$ cat src/rtl/aes_state_scanner.sv
// Steps through the 16 bytes of a captured AES state and converts each byte to
// three BCD digits with a sequential double-dabble converter. Each byte's digits
// are held for DWELL_CYCLES clocks.
module aes_state_scanner #(
  parameter int DWELL_CYCLES = 50000000
) (
  input  logic         clk,
  input  logic         reset,
  input  logic         load,
  input  logic [0:127] state_in,
  input  logic         hold,
  output logic [3:0]   byte_idx,
  output logic [3:0]   hunds,
  output logic [3:0]   tens,
  output logic [3:0]   units,
  output logic         digits_valid,
  output logic         busy,
  output logic         wrap
);

  typedef enum logic [1:0] {IDLE, CONVERT, SHOW} state_t;

  localparam logic [25:0] DWELL_LOAD = 26'(DWELL_CYCLES - 1);

  state_t       state, nextState;
  logic [0:127] shadow;
  logic [19:0]  scratch;       // {hundreds, tens, units, binary}
  logic [19:0]  scratchNext;
  logic [3:0]   bitCnt;
  logic [25:0]  dwellCnt;
  logic [3:0]   nextIdx;
  logic [7:0]   nextByte;
  logic         convDone;
  logic         dwellDone;

  assign nextIdx   = byte_idx + 4'd1;
  assign nextByte  = shadow[{nextIdx, 3'b000} +: 8];
  assign convDone  = (bitCnt == 4'd8);
  assign dwellDone = (dwellCnt == 26'd0) && !hold;

  // One double-dabble step: correct every BCD nibble that would overflow, then shift.
  always_comb begin
    // NOTE: every variable assigned in a combinational block gets a default
    // first, so no path can leave it unassigned and infer a latch.
    scratchNext = scratch;
    if (scratchNext[19:16] >= 4'd5) scratchNext[19:16] = scratchNext[19:16] + 4'd3;
    if (scratchNext[15:12] >= 4'd5) scratchNext[15:12] = scratchNext[15:12] + 4'd3;
    if (scratchNext[11:8]  >= 4'd5) scratchNext[11:8]  = scratchNext[11:8]  + 4'd3;
    scratchNext = {scratchNext[18:0], 1'b0};
  end

  always_ff @(posedge clk or posedge reset) begin
    // NOTE: sequential state uses non-blocking assignments so all registers
    // update together from the values seen before the edge.
    if (reset) state <= IDLE;
    else       state <= nextState;
  end

  always_comb begin
    nextState = state;
    if (load) begin
      nextState = CONVERT;
    end else begin
      unique case (state)
        IDLE:    nextState = IDLE;
        CONVERT: if (convDone) nextState = SHOW;
        SHOW:    if (dwellDone) nextState = CONVERT;
        default: nextState = IDLE;
      endcase
    end
  end

  always_comb begin
    busy = (state == CONVERT);
  end

  // load wins over both an in-flight conversion and an expiring dwell.
  always_ff @(posedge clk or posedge reset) begin
    if (reset) begin
      shadow       <= '0;
      scratch      <= '0;
      bitCnt       <= '0;
      dwellCnt     <= '0;
      byte_idx     <= '0;
      hunds        <= '0;
      tens         <= '0;
      units        <= '0;
      digits_valid <= 1'b0;
      wrap         <= 1'b0;
    end else begin
      wrap <= 1'b0;
      if (load) begin
        shadow       <= state_in;
        scratch      <= {12'd0, state_in[0:7]};
        bitCnt       <= '0;
        byte_idx     <= '0;
        digits_valid <= 1'b0;
      end else begin
        unique case (state)
          CONVERT: begin
            if (convDone) begin
              hunds        <= scratch[19:16];
              tens         <= scratch[15:12];
              units        <= scratch[11:8];
              digits_valid <= 1'b1;
              dwellCnt     <= DWELL_LOAD;
            end else begin
              scratch <= scratchNext;
              bitCnt  <= bitCnt + 4'd1;
            end
          end
          SHOW: begin
            if (dwellDone) begin
              byte_idx <= nextIdx;
              wrap     <= (byte_idx == 4'd15);
              scratch  <= {12'd0, nextByte};
              bitCnt   <= '0;
            end else if (!hold) begin
              dwellCnt <= dwellCnt - 26'd1;
            end
          end
          default: ;
        endcase
      end
    end
  end

endmodule

$ cat config.mk
export PLATFORM = sky130hd
export DESIGN_NAME = aes_state_scanner
export DESIGN_NICKNAME = d
export VERILOG_FILES = /design/src/rtl/aes_state_scanner.sv
export SDC_FILE = /design/constraint.sdc
export NUM_CORES = 1
export LEC_CHECK = 0
export CAP_MARGIN = 40
export CORE_MARGIN = 8
export CORE_UTILIZATION = 54
export DETAILED_ROUTE_END_ITERATION = 6
export GPL_TIMING_DRIVEN = 0
export PLACE_DENSITY = 0.8
export SYNTH_ARGS = -nofsm -noshare
export SYNTH_HDL_FRONTEND = slang
export SYNTH_SLANG_ARGS = --single-unit
$ cat constraint.sdc
create_clock -name clk -period 8.3 [get_ports clk]
set_clock_uncertainty 0.15 [all_clocks]
set_input_delay 0.83 -clock clk [delete_from_list [all_inputs] [get_ports clk]]
set_output_delay 0.83 -clock clk [all_outputs]
set_load 0.005 [all_outputs]
Word-level counts from Yosys, hierarchy flattened
Index checks and enable logic that the tools add are counted.
Word-level totals
  register bits after elaboration: 198
  latch bits: 0
  RAM bits: 0
  ROM bits: 0
  bits of input ports: 132
  logic and storage cells: 76
  memories kept: 0
Cells by class
  $add $sub $neg: 6
  multipliers: 0
  divide/modulo/power cells: 0
  magnitude comparators: 3
  equality and inequality tests: 10
  shifts and indexed selects: 1
  mux-type cells: 28
  bitwise operators: 2
  reduce and logical (&&, ||, !) cells: 15
Operator list (number)
  128-bit by 8-bit variable part select with 129-bit output: 1
  26-bit 2-to-1 mux: 3
  20-bit 2-to-1 mux: 3
  26-bit one-hot mux with 2 select lines: 1
  20-bit one-hot mux with 2 select lines: 1
  4-bit 2-to-1 mux: 8
  26-bit logical NOT: 1
  26-bit by 1-bit subtractor with 26-bit output (second input constant): 1
  4-bit by 3-bit greater-or-equal comparator with 1-bit output (second input constant): 3
  2-bit nonzero test: 5
  4-bit by 1-bit adder with 4-bit output (second input constant): 2
  4-bit by 2-bit adder with 4-bit output (second input constant): 2
  4-bit == test (second input constant): 2
  7-bit NOT with 8-bit output: 1
  4-bit one-hot mux with 2 select lines: 1
  1-bit 2-to-1 mux: 6
  2-bit 2-to-1 mux: 3
  3-bit != test (second input constant): 2
  2-bit AND reduction: 3
  3-bit AND reduction: 2
  5-bit AND reduction: 1
  2-bit != test (second input constant): 2
  2-bit one-hot mux with 2 select lines: 1
  3-bit by 2-bit adder with 3-bit output (second input constant): 1
  other kinds (9): 9

Depth between registers and ports, before layout
Gate-level depths: netlist of the first run.
  word-level depth: 6
  depth in mapped cells: 9

Worst setup path before layout of the first run
No wires, ideal clock.
  path kind: input to register
  start point: input load
  end point: register dwellCnt[14]
  arrival time: 2.658 ns
  data required time: 8.014 ns
  path slack: 5.356 ns
  stages on the path: 7
  cells stage by stage: clkbuf_1 or3b_2 o21ai_1 buf_2 nand2_1 o31ai_1 or3b_2
Between the ends
  cells in the longest elaborated chain, start to end: 2
Ends and longest elaborated chain
  from (decl): line 9  | input logic load,
  1-bit NOT (no source line)
  5-bit AND reduction (no source line)
  to (signal assigned): line 119  | dwellCnt <= dwellCnt - 26'd1;
  to (decl): line 30  | logic [25:0] dwellCnt;
Every way passes these cells.
A chain may end at the register's enable or synchronous reset.

Worst setup path in the final report of the first run
Ends and elaborated chain as after synthesis.

==> results of run 1 <==
metal layers:
layer	global-route usage [%]	share of wire, %	vias up
met4	6.374	1.6	4
met3	7.870	7.8	36
met2	36.46	49	216
met5	0	0.11	-
li1	-	-	3111
met1	27.62	41	3421
synthesized netlist by cell type, types with 5 or more instances:
cell type	count
nand4_1	7
mux4_2	32
o31ai_1	10
xor2_1	5
nor3_1	14
and4_1	5
nor2_1	19
nand3_1	25
o2111ai_1	6
inv_1	20
ha_1	10
mux2_2	122
buf_2	9
or3_2	6
nand2_1	48
nand2b_1	5
nor3b_1	5
o21ai_0	33
a21oi_1	16
buf_1	5
and2_1	7
xnor2_1	5
or4_1	13
clkbuf_1	30
dfrtp_1	198
nor4_1	7
mux2i_1	20
a31oi_1	11
worst max-delay path by stage:
stage,end,slack [ns]
3_3_place_gp,shadow[40],-0.72
2_1_floorplan,bitCnt[0],1.92
6_report,dwellCnt[14],5.01
3_5_place_dp,dwellCnt[14],4.58
5_1_grt,dwellCnt[14],4.86
4_1_cts,dwellCnt[14],5.04
cells by family (layout without fill, tap and decap cells):
| group | after synthesis | after routing | synth area share, % |
|---|---|---|---|
| and+or+nand+nor | 183 | 183 | 10.83 |
| buffers and inverters | 67 | 251 | 2.879 |
| DFF | 198 | 198 | 52.54 |
| xor gates and xnor gates | 10 | 10 | 0.9287 |
| muxes | 174 | 174 | 24.33 |
| AOI/OAI and AO/OA | 101 | 101 | 7.165 |
| adders and majority gates | 10 | 10 | 1.327 |
state kept, by name, summed over array words and instances (netlist names):
name,cells
digits_valid,1
units,4
dwellCnt,26
shadow,128
hunds,4
bitCnt,4
tens,4
byte_idx,4
scratch,20
wrap,1
state,2
power by group through the flow:
stage | Clock [mW] | Sequential [mW] | Combinational [mW]
CTS | 0.824 | 1.13 | 0.377
global route | 0.862 | 1.14 | 0.414
finish | 0.813 | 1.13 | 0.376
global placement | 0 | 1.14 | 0.361
detailed placement | 0 | 1.15 | 0.373
floorplan | 0 | 1.13 | 0.249
worst register-to-register path: stages, from the launching register on:
cell      delay (ns)
dfrtp_1         0.42
ha_1            0.28
clkbuf_1        0.29
buf_1           0.54
mux4_2          0.42
mux2i_1         0.20
nor3_1          0.07
o22a_1          0.21
mux2_2          0.27
stage by stage:
stage / hold slack [ns] / utilization (%) / cell area, sq um / setup TNS [ns]
detailed placement: 0.3160 / 65.57 / 11260 / 0
floorplan: 0.3120 / - / 9430 / 0
CTS: 0.3338 / 68.94 / 11840 / 0
global placement: 0.3072 / 65.28 / 11210 / -140.21
finish: 0.3258 / 68.94 / 11840 / 0
global route: 0.3589 / 68.94 / 11840 / 0
layout make-up:
cell class	count	area, sq um
well taps	225	281.5
plain buffers	46	192.7
multi-input cells	478	4204
repair buffers	152	1544
clock buffers	17	425.4
clock inverters	15	152.6
fillers	1281	5335
inverters	21	86.33
flip-flops and latches	198	4955
cells in the final DEF (no fill, tap or decap), types with 5 or more instances in the layout:
cell,netlist,layout
clkbuf_1,30,30
inv_8,0,7
o21ai_0,33,33
xnor2_1,5,5
clkbuf_16,0,17
nor3b_1,5,5
ha_1,10,10
inv_1,20,19
a21oi_1,16,16
or3_2,6,6
and4_1,5,5
o31ai_1,10,10
mux2_2,122,122
buf_1,5,5
dfrtp_1,198,198
and2_1,7,7
a31oi_1,11,11
mux4_2,32,32
nand3_1,25,25
buf_2,9,9
nor3_1,14,14
nor4_1,7,7
mux2i_1,20,20
xor2_1,5,5
nand2_1,48,48
nand4_1,7,7
clkdlybuf4s50_1,0,150
o2111ai_1,6,6
or4_1,13,13
nand2b_1,5,5
nor2_1,19,19
==> flow_summary.toml, run 1 <==
[cts]
insertion_delay_ns = 0.44
cts_tree = "done"
clk_pin_slew_worst_paths_ns = 0.08
clockBufferDepth = 2
clockRootBuffer = "clkbuf_16"
htree_num_levels = 4
numCtsBuffers = 17
cts_setup_buffers = 0
cts_hold_buf = 0
cts.sinks = 198
cts_resized = 0

[routing]
detail-route-antenna-nets = 0
drtPass1Iterations = 5
initialDrtViolationCount = 425
vias = 6788
drc = 0
wl_microns = 23520
wl_per_cell_microns = 20.42
via_per_inst = 5.892

[grt]
grt_pass1_wl_microns = 38470
grt_remaining_overflow = 0
grt_pass1_vias = 7294
grt_max_degree = 105
antenna_found_initial = 2
grt_usage_pct = 22.35

[sta]
finalHoldViolations = 0
fin_crit_ns = 3.293
slew_violations = 0
post-route-period-util_pct = 39.68
fmax_mhz = 303.7
worst_slack_ns = 5.007
tightestPinTransition_ns = 0.8811
slew_headroom_pct = 40.81
setup_viol = 0
rsz0062_at_grt = "no"

[synth]
ys_warn_count = 0
syn_area_per_cell_sq_um = 12.69
ys_seq_elements = 198
synth_top_area_share_pct = 52.54
ys_seq_area_share_pct = 52.54
netlist_instances = 743
synth_area_sq_um = 9430
synth_top_cell_by_area = "dfrtp_1"
async_flop_share_pct = 100.0
synthTopCellsByArea = "dfrtp_1 53%, mux2_2 15%, mux4_2 7.6%, mux2i_1 2.1%, nand2_1 1.9%"
synth_enable_flop_cells = 0
synth_cell_types = 58
synthFlopType = "dfrtp_1"
synth_nets = 885

[critical_path]
cp-startpoint = "load"
slowest_stage = "or3b_2"
cp_top_family = "simple AND/OR/NAND/NOR gates"
cp.depth = 8
slowest_delay_ns = 0.57
r2r-start = "byte_idx[1]"
critPathKind = "in -> reg"
crit_top_cell = "or3b_2"
worstPathArrival_ns = 3.46
path_cells = "clkdlybuf4s50_1 -> clkbuf_1 -> or3b_2 -> o21ai_1 -> buf_2 -> nand2_1 -> o31ai_1 -> or3b_2"
cp.required_ns = 8.47
end_kind = "flop"
reg2regPathDepth = 8
cp-start-kind = "input pin"
r2r_end = "scratch[1]"
rrSetupSlack_ns = 5.34
path_max_fanout = 10
cp_num_buf_inv = 3

[die]
die_y_microns = 148.2
pin_count = 151
fp-row-count = 48
die_x_microns = 148.2
dieArea_sq_um = 21950
design.core.area_sq_um = 17180
initial_core_util_pct = 54.90

[power]
design_power_total_mw = 2.320
p_leak_nw = 4.780
pwr-share-clk_pct = 35.0
p_switching_mw = 0.6530
p_seq_share_pct = 48.8
peakVddDrop_mv = 0.1592
power_density_nw_per_um2 = 196.0
p_sw_share_pct = 28.14
p_int_mw = 1.667
combPwrFrac_pct = 16.2

[placed_design]
routabilityCongestion = 0.8661
portBuffers = 150
place_hpwl_microns = 17040
place_ws_ns = 4.577
placedCellCount = 1120

[final_layout]
instances_no_fill = 1152
diodes = 0
final_layout_size_suffix_gt1_share_pct = 23.41
nets = 1056
area_delta_synth_final_pct = 25.57

[hold_path]
hp-class = "reg -> reg"
min_from = "units[0]"
min_to = "units[0]"
hold_depth = 2

[flow_run]
maxCapViolCount = 0

[status]
status = "finished, final reports clean"
Power figures use the tool's default switching activity.
==> run 2: changes to the inputs <==
==> constraint.sdc (replaced) <==
create_clock -name clk -period 3.2 [get_ports clk]
set_clock_uncertainty 0.15 [all_clocks]
set_input_delay 0.32 -clock clk [delete_from_list [all_inputs] [get_ports clk]]
set_output_delay 0.32 -clock clk [all_outputs]
set_load 0.005 [all_outputs]
==> run 2 against run 1 <==
Effect of this change: largest cell class unchanged; worst hold slack lost 0.22 ns; via count increased by 0.74%; flip-flop and latch count stayed put; combinational power grew to 2.6 times the previous value; register-to-register slack got worse by 5.1 ns; non-clock buffer count up 5.
==> flow_summary.toml, run 2 (synthesis gave the netlist of run 1 again) <==
[sta]
tightestPinTransition_ns = 0.8522
slew_headroom_pct = 42.75
fin_crit_ns = 2.965
finalHoldViolations = 0
fmax_mhz = 337.3
rsz0062_at_grt = "no"
slew_violations = 0
finalSetupTns_ns = 0
post-route-period-util_pct = 92.66
setup_viol = 0
worst_slack_ns = 0.2350

[final_layout]
top_register = "shadow"
nets = 1061
diodes = 0
final_layout_size_suffix_gt1_share_pct = 23.71
register_area_sq_um = 4955
layout_commonest_cell = "dfrtp_1"
reg_top3 = "shadow: 128 flops, dwellCnt: 26 flops, scratch: 20 flops"
largest_reg_flops = 128
multiInputGateArea_sq_um = 4204
fin_util_pct = 69.64
layout_common_cells = "198 x dfrtp_1, 150 x clkdlybuf4s50_1, 122 x mux2_2"
nFillCells = 1245
area_delta_synth_final_pct = 26.84

[die]
pin_count = 151
design.core.area_sq_um = 17180
dieArea_sq_um = 21950
fp-row-count = 48
initial_core_util_pct = 54.90
die_y_microns = 148.2
die_x_microns = 148.2

[cts]
clockRootBuffer = "clkbuf_16"
numCtsBuffers = 17
clk_pin_slew_worst_paths_ns = 0.08
htree_num_levels = 4
cts_tree = "done"
clockBufferDepth = 2
cts_hold_buf = 0
cts_resized = 0
cts.sinks = 198
cts_setup_buffers = 0
insertion_delay_ns = 0.45

[power]
p_sw_share_pct = 27.86
power_density_nw_per_um2 = 512.6
design_power_total_mw = 6.132
p_leak_nw = 4.828
pwr-share-clk_pct = 35.9
peakVddDrop_mv = 0.4410
p_int_mw = 4.423
p_seq_share_pct = 47.9
p_switching_mw = 1.708
combPwrFrac_pct = 16.2

[routing]
vias = 6838
wl_per_cell_microns = 20.44
initialDrtViolationCount = 481
drtPass1Iterations = 7
detail-route-antenna-nets = 0
drc = 0
via_per_inst = 5.910
wl_microns = 23650

[placed_design]
portBuffers = 150
routabilityCongestion = 0.8555
place_ws_ns = -0.07367
place_hpwl_microns = 17500

[grt]
grt_remaining_overflow = 0
grt_max_degree = 39
grt_usage_pct = 22.65
grt_pass1_wl_microns = 38900
grt_pass1_vias = 7396
antenna_found_initial = 2

[critical_path]
cp.required_ns = 3.38
path_max_fanout = 10
end_kind = "flop"
critPathKind = "reg -> reg"
worstPathArrival_ns = 3.15
rrSetupSlack_ns = 0.24
cp-start-kind = "flop"

[hold_path]
hp-class = "in -> async"

[status]
status = "finished, final reports clean"

[flow_run]
maxCapViolCount = 0
-- run 2: worst paths after layout --
check,endpoint,from,depth (start not counted)
setup / recovery,scratch[1],byte_idx[1],8
hold / removal,shadow[104],reset,3
setup reg to reg,scratch[1],byte_idx[1],8
hold reg to reg,tens[0],tens[0],2
max in group asynchronous,shadow[24],reset,6
min in group clk,scratch[6],state_in[1],3
-- run 2: final cells by class --
type / count / share of cell area [%]
well taps: 225 / 2.354
multi-input cells: 478 / 35.15
repair buffers: 157 / 13.68
inverters: 21 / 0.6904
clock buffers: 18 / 3.588
clock inverters: 14 / 1.506
plain buffers: 46 / 1.611
flip-flops and latches: 198 / 41.42
-- run 2: routing by layer --
layer / share of wire [%] / routed length [microns] / track usage [%]
met5: 0.11 / 27 / 0
met4: 2.4 / 560 / 8.465
met3: 8.0 / 1902 / 7.870
met2: 49 / 11570 / 36.71
met1: 41 / 9591 / 27.47
-- run 2: critical path, stage by stage (launching register included) --
cell	delay, ns
dfrtp_1	0.41
ha_1	0.28
clkbuf_1	0.31
buf_1	0.54
mux4_2	0.43
mux2i_1	0.20
nor3_1	0.07
o22a_1	0.20
mux2_2	0.26
-- run 2: stage by stage --
stage	area [sq um]	std cells	hold WS, ns
floorplan	9434	743	0.2408
global placement	11220	1118	0.3085
detailed placement	11350	1125	0.3154
CTS	11960	1157	0.1196
finish	11960	1157	0.1067
global route	11960	1157	0.1215
-- run 2: power by group through the flow --
stage | logic (mW) | clock network, mW | registers (mW)
2_1_floorplan | 0.647 | 0 | 2.92
3_3_place_gp | 0.936 | 0 | 2.96
3_5_place_dp | 0.982 | 0 | 2.97
4_1_cts | 0.994 | 2.22 | 2.93
5_1_grt | 1.10 | 2.33 | 2.97
6_report | 0.993 | 2.20 | 2.94
==> run 3: changes to the inputs <==
--- a/config.mk
+++ b/config.mk
@@ -10,7 +10,7 @@
 export CORE_UTILIZATION = 54
 export DETAILED_ROUTE_END_ITERATION = 6
 export GPL_TIMING_DRIVEN = 0
-export PLACE_DENSITY = 0.8
+export PLACE_DENSITY_LB_ADDON = 0.15
 export SYNTH_ARGS = -nofsm -noshare
 export SYNTH_HDL_FRONTEND = slang
 export SYNTH_SLANG_ARGS = --single-unit
==> run 3 against run 2 <==
Effect of this change: first-iteration DRC count shrank 21%; highest routed layer unchanged; cell count barely moved; via count grew 0.75%.
==> flow_summary.toml, run 3 (synthesis gave the netlist of run 1 again) <==
[cts]
cts_setup_buffers = 0
cts_resized = 0
cts_tree = "done"
clk_pin_slew_worst_paths_ns = 0.08
cts_hold_buf = 0
clockBufferDepth = 2
clockRootBuffer = "clkbuf_16"
insertion_delay_ns = 0.43
cts.sinks = 198
numCtsBuffers = 17
htree_num_levels = 4

[final_layout]
reg_top3 = "shadow: 128 flops, dwellCnt: 26 flops, scratch: 20 flops"
top_register = "shadow"
layout_commonest_cell = "dfrtp_1"
nets = 1061
largest_reg_flops = 128
instances_no_fill = 1156
diodes = 0
fin_util_pct = 69.60
area_delta_synth_final_pct = 26.76
final_layout_size_suffix_gt1_share_pct = 23.74
layout_common_cells = "198 x dfrtp_1, 150 x clkdlybuf4s50_1, 122 x mux2_2"

[routing]
drc = 0
wl_microns = 24490
vias = 6889
detail-route-antenna-nets = 0
drtPass1Iterations = 5
via_per_inst = 5.959
wl_per_cell_microns = 21.18
initialDrtViolationCount = 378

[critical_path]
cp.required_ns = 3.36
end_kind = "flop"
worstPathArrival_ns = 3.18
cp-start-kind = "flop"
path_max_fanout = 10
critPathKind = "reg -> reg"

[sta]
finalSetupTns_ns = 0
finalHoldViolations = 0
setup_viol = 0
fin_crit_ns = 3.012
tightestPinTransition_ns = 0.8258
slew_violations = 0
post-route-period-util_pct = 94.14
rsz0062_at_grt = "no"
holdWs_ns = 0.09827
slew_headroom_pct = 44.76
fmax_mhz = 332.0

[power]
design_power_total_mw = 6.118
p_sw_share_pct = 27.60
p_leak_nw = 4.830
power_density_nw_per_um2 = 511.8
combPwrFrac_pct = 16.6
p_int_mw = 4.429
p_switching_mw = 1.689
p_seq_share_pct = 48.0
peakVddDrop_mv = 0.3817
pwr-share-clk_pct = 35.5

[status]
status = "finished, final reports clean"

[die]
design.core.area_sq_um = 17180
fp-row-count = 48
dieArea_sq_um = 21950
pin_count = 151
die_x_microns = 148.2
initial_core_util_pct = 54.90
die_y_microns = 148.2

[hold_path]
hp-class = "in -> async"

[grt]
grt_remaining_overflow = 0
grt_pass1_wl_microns = 39660
antenna_found_initial = 1
grt_max_degree = 39
grt_pass1_vias = 7515
grt_usage_pct = 22.96

[placed_design]
placedCellCount = 1125
routabilityCongestion = 0.8942
portBuffers = 150
place_hpwl_microns = 18560

[flow_run]
maxCapViolCount = 0
## run 3: changes by cell type in the layout (fill, tap and decap cells not counted), sizes merged
cell,delta
clkinv,+1
clkinvlp,-1
inv,-1
## run 3: stage by stage
stage          setup slack, ns  area, sq um
2_1_floorplan           0.1696         9434
5_1_grt                0.08341        11950
4_1_cts                 0.1976        11950
6_report                0.1875        11950
3_3_place_gp            -1.257        11220
3_5_place_dp          0.007409        11360
## run 3: worst paths after layout
kind / slack [ns] / endpoint / from / cells after the start
worst max-delay path: 0.19 / scratch[1] / byte_idx[1] / 8
worst min-delay path: 0.1 / dwellCnt[8] / reset / 2
worst max register to register: 0.19 / scratch[1] / byte_idx[1] / 8
worst min register to register: 0.33 / tens[2] / tens[2] / 2
max in group asynchronous: 1.75 / shadow[57] / reset / 5
min in group clk: 0.33 / tens[2] / tens[2] / 2
## run 3: layout make-up
cell class                 instances  area, sq um
fill                            1239         5223
sequential                       198         4955
multi-input combinational        478         4204
timing repair buffer             157         1644
clock buffer                      18        439.2
tap                              225        281.5
buffer                            46        192.7
clock inverter                    13        155.1
inverter                          21        82.58
## run 3: power groups by stage
stage / clock network [mW] / registers (mW) / logic [mW]
2_1_floorplan: 0 / 2.92 / 0.647
3_3_place_gp: 0 / 2.95 / 0.945
3_5_place_dp: 0 / 2.98 / 1.01
4_1_cts: 2.21 / 2.93 / 1.02
5_1_grt: 2.30 / 2.97 / 1.11
6_report: 2.17 / 2.94 / 1.01
## run 3: critical path, cell delays in order (launching register included)
cell	delay, ns
dfrtp_1	0.41
ha_1	0.30
clkbuf_1	0.28
buf_1	0.58
mux4_2	0.43
mux2i_1	0.22
nor3_1	0.08
o22a_1	0.20
mux2_2	0.25
## run 3: routing by layer
layer	GRT usage [%]	wire length [microns]
met5	0	9
met4	5.405	278
met3	4.740	1172
met2	39.16	12550
met1	29.51	10480
